## config.mk

```make
export PLATFORM = sky130hd
export DESIGN_NAME = mips_multicycle_ctrl_flat
export DESIGN_NICKNAME = d
export VERILOG_FILES = /design/src/rtl/mips_ctrl_pkg.sv /design/src/rtl/mips_multicycle_ctrl_if.sv /design/src/rtl/mips_multicycle_ctrl.sv /design/src/flat_wrapper.sv
export SDC_FILE = /design/constraint.sdc
export NUM_CORES = 1
export LEC_CHECK = 0
export CAP_MARGIN = 20
export CORE_ASPECT_RATIO = 1.5
export CORE_MARGIN = 1
export CORE_UTILIZATION = 30
export CTS_CLUSTER_DIAMETER = 80
export CTS_CLUSTER_SIZE = 16
export DETAILED_ROUTE_END_ITERATION = 10
export DONT_BUFFER_PORTS = 1
export GPL_TIMING_DRIVEN = 0
export PLACE_DENSITY = 0.56
export SLEW_MARGIN = 15
export SYNTH_ARGS = -nofsm -noshare
export SYNTH_HDL_FRONTEND = slang
export SYNTH_SLANG_ARGS = --single-unit
export TNS_END_PERCENT = 10
```

## constraint.sdc

```tcl
create_clock -name clk -period 1.6 [get_ports clk]
set_input_delay 0.08 -clock clk [delete_from_list [all_inputs] [get_ports clk]]
set_output_delay 0.08 -clock clk [all_outputs]
set_load 0.1 [all_outputs]
```

## src/rtl/mips_ctrl_pkg.sv

```systemverilog
// Shared encodings for the multi-cycle MIPS controller: opcodes, FSM states,
// and the datapath select codes the controller emits.
package mips_ctrl_pkg;

  localparam logic [5:0] OP_R    = 6'b000000;
  localparam logic [5:0] OP_ADDI = 6'b001000;
  localparam logic [5:0] OP_LW   = 6'b100011;
  localparam logic [5:0] OP_SW   = 6'b101011;
  localparam logic [5:0] OP_BEQ  = 6'b000100;
  localparam logic [5:0] OP_J    = 6'b000010;
  localparam logic [5:0] OP_JAL  = 6'b000011;

  localparam logic [1:0] ALU_ADD   = 2'b00;
  localparam logic [1:0] ALU_SUB   = 2'b01;
  localparam logic [1:0] ALU_FUNCT = 2'b10;
  localparam logic [1:0] ALU_ADDR  = 2'b11;

  localparam logic [1:0] RD_RT  = 2'b00;
  localparam logic [1:0] RD_RD  = 2'b01;
  localparam logic [1:0] RD_R31 = 2'b10;

  localparam logic [1:0] M2R_ALU = 2'b00;
  localparam logic [1:0] M2R_MEM = 2'b01;
  localparam logic [1:0] M2R_PC4 = 2'b10;

  typedef enum logic [3:0] {
    S_IDLE, S_FETCH, S_DECODE, S_EXEC, S_MEM, S_WB, S_BRANCH, S_JUMP, S_ERROR
  } state_t;

  typedef enum logic [1:0] {
    CLS_EXEC, CLS_BRANCH, CLS_JUMP, CLS_ILLEGAL
  } op_class_t;

endpackage

```

## src/rtl/mips_multicycle_ctrl_if.sv

```systemverilog
// Controller <-> datapath/memory bundle. master = controller, slave = datapath side.
interface mips_multicycle_ctrl_if #(
  parameter int OPCODE_W = 6,
  parameter int ALU_OP_W = 2,
  parameter int CNT_W    = 16
);
  logic                run;
  logic [OPCODE_W-1:0] opcode;
  logic                mem_ready;
  logic                pc_write;
  logic                ir_write;
  logic                branch;
  logic                jump;
  logic                mem_read;
  logic                mem_write;
  logic                reg_write;
  logic [1:0]          reg_dst;
  logic [1:0]          memto_reg;
  logic                alu_src;
  logic [ALU_OP_W-1:0] alu_op;
  logic                sign_or_zero;
  logic                instr_done;
  logic                illegal_op;
  logic                bus_error;
  logic [CNT_W-1:0]    instr_count;

  modport master (
    input  run, opcode, mem_ready,
    output pc_write, ir_write, branch, jump, mem_read, mem_write, reg_write,
           reg_dst, memto_reg, alu_src, alu_op, sign_or_zero, instr_done,
           illegal_op, bus_error, instr_count
  );

  modport slave (
    output run, opcode, mem_ready,
    input  pc_write, ir_write, branch, jump, mem_read, mem_write, reg_write,
           reg_dst, memto_reg, alu_src, alu_op, sign_or_zero, instr_done,
           illegal_op, bus_error, instr_count
  );
endinterface

```

## src/rtl/mips_multicycle_ctrl.sv

```systemverilog
// Multi-cycle MIPS control FSM: FETCH/DECODE/EXEC/MEM/WB sequencing with a
// memory ready handshake, wait timeout to a sticky ERROR state, and retire counter.
module mips_multicycle_ctrl
  import mips_ctrl_pkg::*;
#(
  parameter int OPCODE_W = 6,
  parameter int ALU_OP_W = 2,
  parameter int TIMEOUT  = 15,
  parameter int CNT_W    = 16
) (
  input logic                    clk,
  input logic                    reset,
  mips_multicycle_ctrl_if.master bus
);

  localparam int CW = $clog2(TIMEOUT + 1);

  state_t              state, state_next;
  logic [OPCODE_W-1:0] op_q;
  logic [CW-1:0]       wait_cnt;
  logic                waiting, tmo;

  function automatic op_class_t op_class(input logic [OPCODE_W-1:0] op);
    if (op == OPCODE_W'(OP_R) || op == OPCODE_W'(OP_ADDI) ||
        op == OPCODE_W'(OP_LW) || op == OPCODE_W'(OP_SW))
      return CLS_EXEC;
    else if (op == OPCODE_W'(OP_BEQ))
      return CLS_BRANCH;
    else if (op == OPCODE_W'(OP_J) || op == OPCODE_W'(OP_JAL))
      return CLS_JUMP;
    else
      return CLS_ILLEGAL;
  endfunction

  // mem_ready on the TIMEOUT-th low-wait cycle still completes the access
  assign waiting = (state == S_FETCH) || (state == S_MEM);
  assign tmo     = waiting && !bus.mem_ready && (wait_cnt == CW'(TIMEOUT - 1));

  always_ff @(posedge clk) begin
    if (reset) begin
      state           <= S_IDLE;
      op_q            <= '0;
      wait_cnt        <= '0;
      bus.instr_count <= '0;
    end else begin
      state <= state_next;
      if (state == S_DECODE) op_q <= bus.opcode;
      wait_cnt <= (waiting && !bus.mem_ready && state_next == state) ? wait_cnt + CW'(1) : '0;
      if (bus.instr_done) bus.instr_count <= bus.instr_count + CNT_W'(1);
    end
  end

  always_comb begin
    state_next       = state;
    bus.pc_write     = 1'b0;
    bus.ir_write     = 1'b0;
    bus.branch       = 1'b0;
    bus.jump         = 1'b0;
    bus.mem_read     = 1'b0;
    bus.mem_write    = 1'b0;
    bus.reg_write    = 1'b0;
    bus.reg_dst      = RD_RT;
    bus.memto_reg    = M2R_ALU;
    bus.alu_src      = 1'b0;
    bus.alu_op       = ALU_OP_W'(ALU_ADD);
    bus.sign_or_zero = 1'b1;
    bus.instr_done   = 1'b0;
    bus.illegal_op   = 1'b0;
    bus.bus_error    = 1'b0;
    case (state)
      S_IDLE: if (bus.run) state_next = S_FETCH;
      S_FETCH: begin
        bus.mem_read = 1'b1;
        if (bus.mem_ready) begin
          bus.ir_write = 1'b1;
          bus.pc_write = 1'b1;
          state_next   = S_DECODE;
        end else if (tmo) state_next = S_ERROR;
      end
      S_DECODE: begin
        case (op_class(bus.opcode))
          CLS_EXEC:   state_next = S_EXEC;
          CLS_BRANCH: state_next = S_BRANCH;
          CLS_JUMP:   state_next = S_JUMP;
          default: begin
            bus.illegal_op = 1'b1;
            state_next     = S_FETCH;
          end
        endcase
      end
      S_EXEC: begin
        if (op_q == OPCODE_W'(OP_R)) begin
          bus.alu_op = ALU_OP_W'(ALU_FUNCT);
          state_next = S_WB;
        end else if (op_q == OPCODE_W'(OP_ADDI)) begin
          bus.alu_src = 1'b1;
          state_next  = S_WB;
        end else begin
          bus.alu_op  = ALU_OP_W'(ALU_ADDR);
          bus.alu_src = 1'b1;
          state_next  = S_MEM;
        end
      end
      S_MEM: begin
        bus.mem_read  = (op_q == OPCODE_W'(OP_LW));
        bus.mem_write = (op_q != OPCODE_W'(OP_LW));
        if (bus.mem_ready) begin
          if (op_q == OPCODE_W'(OP_LW)) state_next = S_WB;
          else begin
            bus.instr_done = 1'b1;
            state_next     = S_FETCH;
          end
        end else if (tmo) state_next = S_ERROR;
      end
      S_WB: begin
        bus.reg_write  = 1'b1;
        bus.instr_done = 1'b1;
        if (op_q == OPCODE_W'(OP_R))  bus.reg_dst   = RD_RD;
        if (op_q == OPCODE_W'(OP_LW)) bus.memto_reg = M2R_MEM;
        state_next = S_FETCH;
      end
      S_BRANCH: begin
        bus.branch     = 1'b1;
        bus.alu_op     = ALU_OP_W'(ALU_SUB);
        bus.instr_done = 1'b1;
        state_next     = S_FETCH;
      end
      S_JUMP: begin
        bus.jump       = 1'b1;
        bus.pc_write   = 1'b1;
        bus.instr_done = 1'b1;
        if (op_q == OPCODE_W'(OP_JAL)) begin
          bus.reg_write = 1'b1;
          bus.reg_dst   = RD_R31;
          bus.memto_reg = M2R_PC4;
        end
        state_next = S_FETCH;
      end
      S_ERROR: bus.bus_error = 1'b1;
      default: state_next = S_IDLE;
    endcase
  end

endmodule

```

## src/flat_wrapper.sv

```systemverilog
// flat-port wrapper written by rule: the top's interface ports become plain ports
module mips_multicycle_ctrl_flat import mips_ctrl_pkg::*;
#(
  parameter int OPCODE_W = 6,
  parameter int ALU_OP_W = 2,
  parameter int TIMEOUT  = 15,
  parameter int CNT_W    = 16
)
  (clk, reset, bus_run, bus_opcode, bus_mem_ready, bus_pc_write, bus_ir_write, bus_branch, bus_jump, bus_mem_read, bus_mem_write, bus_reg_write, bus_reg_dst, bus_memto_reg, bus_alu_src, bus_alu_op, bus_sign_or_zero, bus_instr_done, bus_illegal_op, bus_bus_error, bus_instr_count);
  mips_multicycle_ctrl_if #(.OPCODE_W(OPCODE_W), .ALU_OP_W(ALU_OP_W), .CNT_W(CNT_W)) bus_i ();
  input logic clk;
  input logic reset;
  input wire logic [$bits(bus_i.run)-1:0] bus_run;
  input wire logic [$bits(bus_i.opcode)-1:0] bus_opcode;
  input wire logic [$bits(bus_i.mem_ready)-1:0] bus_mem_ready;
  output wire logic [$bits(bus_i.pc_write)-1:0] bus_pc_write;
  output wire logic [$bits(bus_i.ir_write)-1:0] bus_ir_write;
  output wire logic [$bits(bus_i.branch)-1:0] bus_branch;
  output wire logic [$bits(bus_i.jump)-1:0] bus_jump;
  output wire logic [$bits(bus_i.mem_read)-1:0] bus_mem_read;
  output wire logic [$bits(bus_i.mem_write)-1:0] bus_mem_write;
  output wire logic [$bits(bus_i.reg_write)-1:0] bus_reg_write;
  output wire logic [$bits(bus_i.reg_dst)-1:0] bus_reg_dst;
  output wire logic [$bits(bus_i.memto_reg)-1:0] bus_memto_reg;
  output wire logic [$bits(bus_i.alu_src)-1:0] bus_alu_src;
  output wire logic [$bits(bus_i.alu_op)-1:0] bus_alu_op;
  output wire logic [$bits(bus_i.sign_or_zero)-1:0] bus_sign_or_zero;
  output wire logic [$bits(bus_i.instr_done)-1:0] bus_instr_done;
  output wire logic [$bits(bus_i.illegal_op)-1:0] bus_illegal_op;
  output wire logic [$bits(bus_i.bus_error)-1:0] bus_bus_error;
  output wire logic [$bits(bus_i.instr_count)-1:0] bus_instr_count;
  assign bus_i.run = bus_run;
  assign bus_i.opcode = bus_opcode;
  assign bus_i.mem_ready = bus_mem_ready;
  assign bus_pc_write = bus_i.pc_write;
  assign bus_ir_write = bus_i.ir_write;
  assign bus_branch = bus_i.branch;
  assign bus_jump = bus_i.jump;
  assign bus_mem_read = bus_i.mem_read;
  assign bus_mem_write = bus_i.mem_write;
  assign bus_reg_write = bus_i.reg_write;
  assign bus_reg_dst = bus_i.reg_dst;
  assign bus_memto_reg = bus_i.memto_reg;
  assign bus_alu_src = bus_i.alu_src;
  assign bus_alu_op = bus_i.alu_op;
  assign bus_sign_or_zero = bus_i.sign_or_zero;
  assign bus_instr_done = bus_i.instr_done;
  assign bus_illegal_op = bus_i.illegal_op;
  assign bus_bus_error = bus_i.bus_error;
  assign bus_instr_count = bus_i.instr_count;
  mips_multicycle_ctrl #(.OPCODE_W(OPCODE_W), .ALU_OP_W(ALU_OP_W), .TIMEOUT(TIMEOUT), .CNT_W(CNT_W)) u_core (.clk(clk), .reset(reset), .bus(bus_i));
endmodule
```

After elaboration in Yosys (flattened, before gate mapping)
Cells that the tools add are included.

Flip-flop bits (word level): 30. Latch bits: 0. RAM bits: 0. ROM bits: 0. Input bits: 10. Memories: 0.

$add $sub $neg: 2. Multiply operators: 0. Div/mod/pow operators: 0. Magnitude comparators: 0. Eq/ne operators: 22. Shifts and indexed selects: 0. Multiplexer cells: 38. Bitwise operators: 1. Reductions and logical operators: 16.

Operator list (number): $pmux 4 s7 (1); $mux 4 (5); $eq 6x2->1 const B (3); $eq 6x6->1 const B (3); $mux 1 (17); $add 16x1->16 const B (1); $eq 4x3->1 const B (4); $eq 6x4->1 const B (2); $logic_not 6->1 (2); $mux 2 (6); $pmux 2 s2 (3); $pmux 3 s3 (1); $eq 4x2->1 const B (2); $eq 4x4->1 const B (2); $pmux 1 s2 (4); $eq 6x3->1 const B (1); $ne 6x6->1 const B (1); $reduce_or 3->1 (2); $logic_or 1x1->1 (5); $add 4x1->4 const B (1); $eq 4x1->1 const B (1); $eq 4x4->1 (1); $logic_not 4->1 (1); $logic_and 1x1->1 (3); other kinds (7) (7).

Logic depth before layout (Yosys ltp)
Depth in word-level cells: 13. Mapped depth: 8. Mapped depth without buffers: 8.

Least setup slack after synthesis
Ideal clock, no wire load.

Path kind: reg-to-output. From: reg u_core.state[0]. To: out bus_reg_dst[1]. Arrival: 3.478 ns. Required time: 1.520 ns. Slack: -1.958 ns. Stages on the path, launching flop included: 5. Cell sequence: dfxtp_1 buf_1 nand3_1 nor3_1 buf_4.

Longest elaborated chain between the ends: 2. Elaborated cells on any way between the ends: 3. Those cells by class: eq/ne: 2; mux: 1.

RTL lines: start, declared (RTL line mips_multicycle_ctrl.sv:18) `state_t state, state_next;`; start signal, assigned (RTL line mips_multicycle_ctrl.sv:46) `state <= state_next;`; $eq 4x3->1 (RTL line mips_multicycle_ctrl.sv:70) `case (state)`; $pmux 2 s2 * (RTL line mips_multicycle_ctrl.sv:70); end, declared (RTL line flat_wrapper.sv:23) `output wire logic [$bits(bus_i.reg_dst)-1:0] bus_reg_dst;`.

Every way passes the cells marked *; elsewhere a longest branch is shown, timed or not.

Worst setup path in the final report
From: reg u_core.state[3]. To: out bus_reg_dst[1].

Same word-level chain as after synthesis.

==> impl_metrics.csv <==
group,metric,value,unit
run_status,status,"complete, but fails checks",
run_status,violations,"negative setup slack",
synthesis,async_reset_ff_frac,0,
worst_setup_path,start_kind,"register",
clock_tree,numCtsBuffers,5,
layout,multi_input_area,1380,um^2
placement,numPortBuffers,0,
pwr,clock_power_share,0.381,
synthesis,ys_warn_count,0,
sta,rsz0062_at_grt,"true",
layout,regArea,674,um^2
global_routing,grt_usage,0.157,
synthesis,synth_compound_area_frac,0.136,
worst_setup_path,crit_required,1.52,ns
sta,period_minus_slack,2.18,ns
sta,maxSlewViolCount,0,
clock_tree,clock_sinks,30,
worst_setup_path,arrival,2.10,ns
worst_setup_path,crit_path_end_kind,"primary output",
synthesis,synthAdderAreaFrac,0.0352,
die,rows,34,
route,wl_per_cell,15.2,um
pwr,swShare,0.295,
route,vias,1663,
global_routing,grt_overflow,0,
synthesis,syn_area,1780,um^2
layout,syn_to_final_growth,45.5,%
route,dr.pass1.iters,4,
route,final_antenna_net_count,0,
worst_hold_path,hold_depth,3,
synthesis,syn_inst,217,
sta,max_freq,458,MHz
sta,setup_viol,29,
worst_hold_path,worstHoldStart,"bus_mem_ready",
synthesis,syn_area_per_cell,8.19,um^2
clock_tree,clk_pin_slew_worst_paths,0.06,ns
layout,final_util,0.451,
pwr,power.switching,490,uW
layout,drive_gt1_frac,0.435,
sta,maxSlewHeadroom,0.268,
global_routing,grt_max_degree,11,
placement,dpl.cell_count,289,
synthesis,synth_cell_types,47,
clock_tree,root_buffer,"clkbuf_8",
die,ios,44,
die,start_util,0.310,
global_routing,first_global_vias,1596,
synthesis,synth_mux_area_frac,0.0844,
route,wl,4830,um
pwr,leakage,0.000857,uW
synthesis,synth_top_family_by_area,"simple AND/OR/NAND/NOR gates",
clock_tree,cts_tree,"done",
sta,timing.final.hold_violations,0,
synthesis,synth.net_count,232,
sta,fin_ws,-0.582,ns
route,drt_iter0_markers,71,
synthesis,ys_seq_elements,30,
pwr,ir_drop,0.467,mV
sta,final.setup_skew,0.0114,ns
synthesis,synthFlopType,"dfxtp_1",
synthesis,synth_edf_count,0,
sta,tightest_slew,1.09,ns
pwr,p_int,1170,uW
placement,routabilityCongestion,0.768,
synthesis,synth_xor_area_frac,0.00985,
global_routing,grt_pass1_wl,7390,um
run,cap_violations,0,
layout,final_nets,260,
layout,antennaDiodeCount,0,
worst_setup_path,critPathKind,"register to primary output",
route,vias_per_cell,5.23,
clock_tree,cts_max_level,2,
worst_setup_path,worst-path-max-fanout,4,
die,coreArea,5740,um^2
die,die_h,96.3,um
clock_tree,clock_path_buffers,2,
pwr,power_density,642,nW/um^2
sta,finalCritPeriodShare,1.36,
layout,layoutNonFillerInstCount,318,
synthesis,seq_area_frac_synth,0.338,
global_routing,grt_antenna_before_repair,0,
worst_setup_path,cp-startpoint,"u_core.state[3]",
placement,place_hpwl,3270,um
worst_setup_path,reg2reg_from,"u_core.bus.instr_count[3]",
worst_hold_path,min_path_type,"primary input to register",
die,dieArea,6240,um^2
pwr,seqPwrFrac,0.449,
clock_tree,insertion_delay,0.29,ns
die,die_w,64.9,um
layout,fill_cells,555,
route,drc,0,
worst_setup_path,reg2reg_depth,5,
pwr,combinationalPowerShare,0.170,
synthesis,synthSimpleGateAreaFrac,0.336,
-- synth_stat cells, drive strengths merged (4+ instances only) --
cell | count | share of area
nor3 | 6 | 0.023
o21ai | 6 | 0.019
nand3 | 13 | 0.037
mux2 | 8 | 0.051
nor2 | 31 | 0.067
ha | 5 | 0.035
nor3b | 4 | 0.017
clkbuf | 4 | 0.0084
mux2i | 6 | 0.034
buf | 8 | 0.031
o31ai | 9 | 0.038
nor4 | 4 | 0.014
nor2b | 12 | 0.042
inv | 9 | 0.019
a21oi | 12 | 0.034
dfxtp | 30 | 0.34
nand2 | 10 | 0.021
or4 | 8 | 0.034
-- area by class of cell --
| cell class | instances | area share |
|---|---|---|
| Clock inverter | 1 | 0.00193 |
| Multi-Input combinational cell | 166 | 0.531 |
| Buffer | 12 | 0.0469 |
| Clock buffer | 7 | 0.0334 |
| Sequential cell | 30 | 0.261 |
| Inverter | 9 | 0.0160 |
| Timing Repair Buffer | 21 | 0.0750 |
| Tap cell | 72 | 0.0348 |
-- flip-flops by register name (all words and copies together), names as in the netlist --
signal	flops
u_core.wait_cnt	4
u_core.op_q	6
u_core.state	4
u_core.bus.instr_count	16
-- worst paths after layout --
check                                     to  slack [ns]
hold reg to reg           u_core.wait_cnt[0]        0.47
hold / removal               u_core.state[3]        0.02
setup / recovery              bus_reg_dst[1]       -0.58
setup reg to reg  u_core.bus.instr_count[12]       -0.21
-- placed cells by master, fill, tap and decap left out, drive strengths merged, types with 3 or more instances in the layout --
master / instances
nor4: 4
mux2: 8
a21oi: 12
mux2i: 6
or4: 8
clkbuf: 10
nand2: 10
nor3b: 4
nand4: 3
buf: 23
nor3: 6
o21ai: 6
inv: 7
and4: 3
dlygate4sd3: 7
nor2: 31
o31ai: 9
dfxtp: 30
nor2b: 12
ha: 5
or2: 3
nand3: 13
-- metrics by stage --
stage | TNS, ns | hold WS, ns | setup slack, ns | total power [uW] | area (um^2)
3_3_place_gp | -10.29 | 0.232 | -0.612 | 997 | 1970
6_report | -6.28 | 0.0218 | -0.582 | 1660 | 2590
4_1_cts | -7.48 | 0.00913 | -0.591 | 1690 | 2440
2_1_floorplan | -5.58 | 0.227 | -0.419 | 970 | 1880
3_5_place_dp | -10.26 | 0.237 | -0.634 | 999 | 1980
5_1_grt | -8.05 | 0.0242 | -0.639 | 1730 | 2590
-- cell families after synthesis --
logic type / count (synthesis)
other: 1
buffers and inverters: 21
AND/OR/NAND/NOR: 108
flip-flops: 30
multiplexers: 14
AO/OA/AOI/OAI: 36
XOR/XNOR: 2
adder cells (fa/ha/maj): 5
-- worst max-delay path, stage by stage, from the launching register on --
cell and delay (ns):
dfxtp_4 0.36, and2b_4 0.27, nand3_4 0.09, nor3_4 0.84, buf_12 0.27
-- power groups by stage --
stage	Clock [uW]	Combinational (uW)	Sequential [uW]
2_1_floorplan	0	185	785
3_3_place_gp	0	209	788
3_5_place_dp	0	211	788
4_1_cts	659	273	753
5_1_grt	686	300	747
6_report	634	282	746
-- repair_timing --
action | CTS | global route
setup buffers | 13 | 2
hold buffers | 6 | 1
endpoints found under the hold margin | 6 | 1
setup endpoints to repair | 40 | 35
resized for setup | 65 | 34
pin swaps | 9 | 11
-- routing by layer --
metal  wire length [um]  up-vias  track usage
met1               1930      772        0.165
met2               2580       42        0.291
met4                107        0       0.0685
met3                209       10       0.0391
li1                   -      839            -
met5                  0        -            0
No activity file was read; power rests on OpenSTA's default activity.
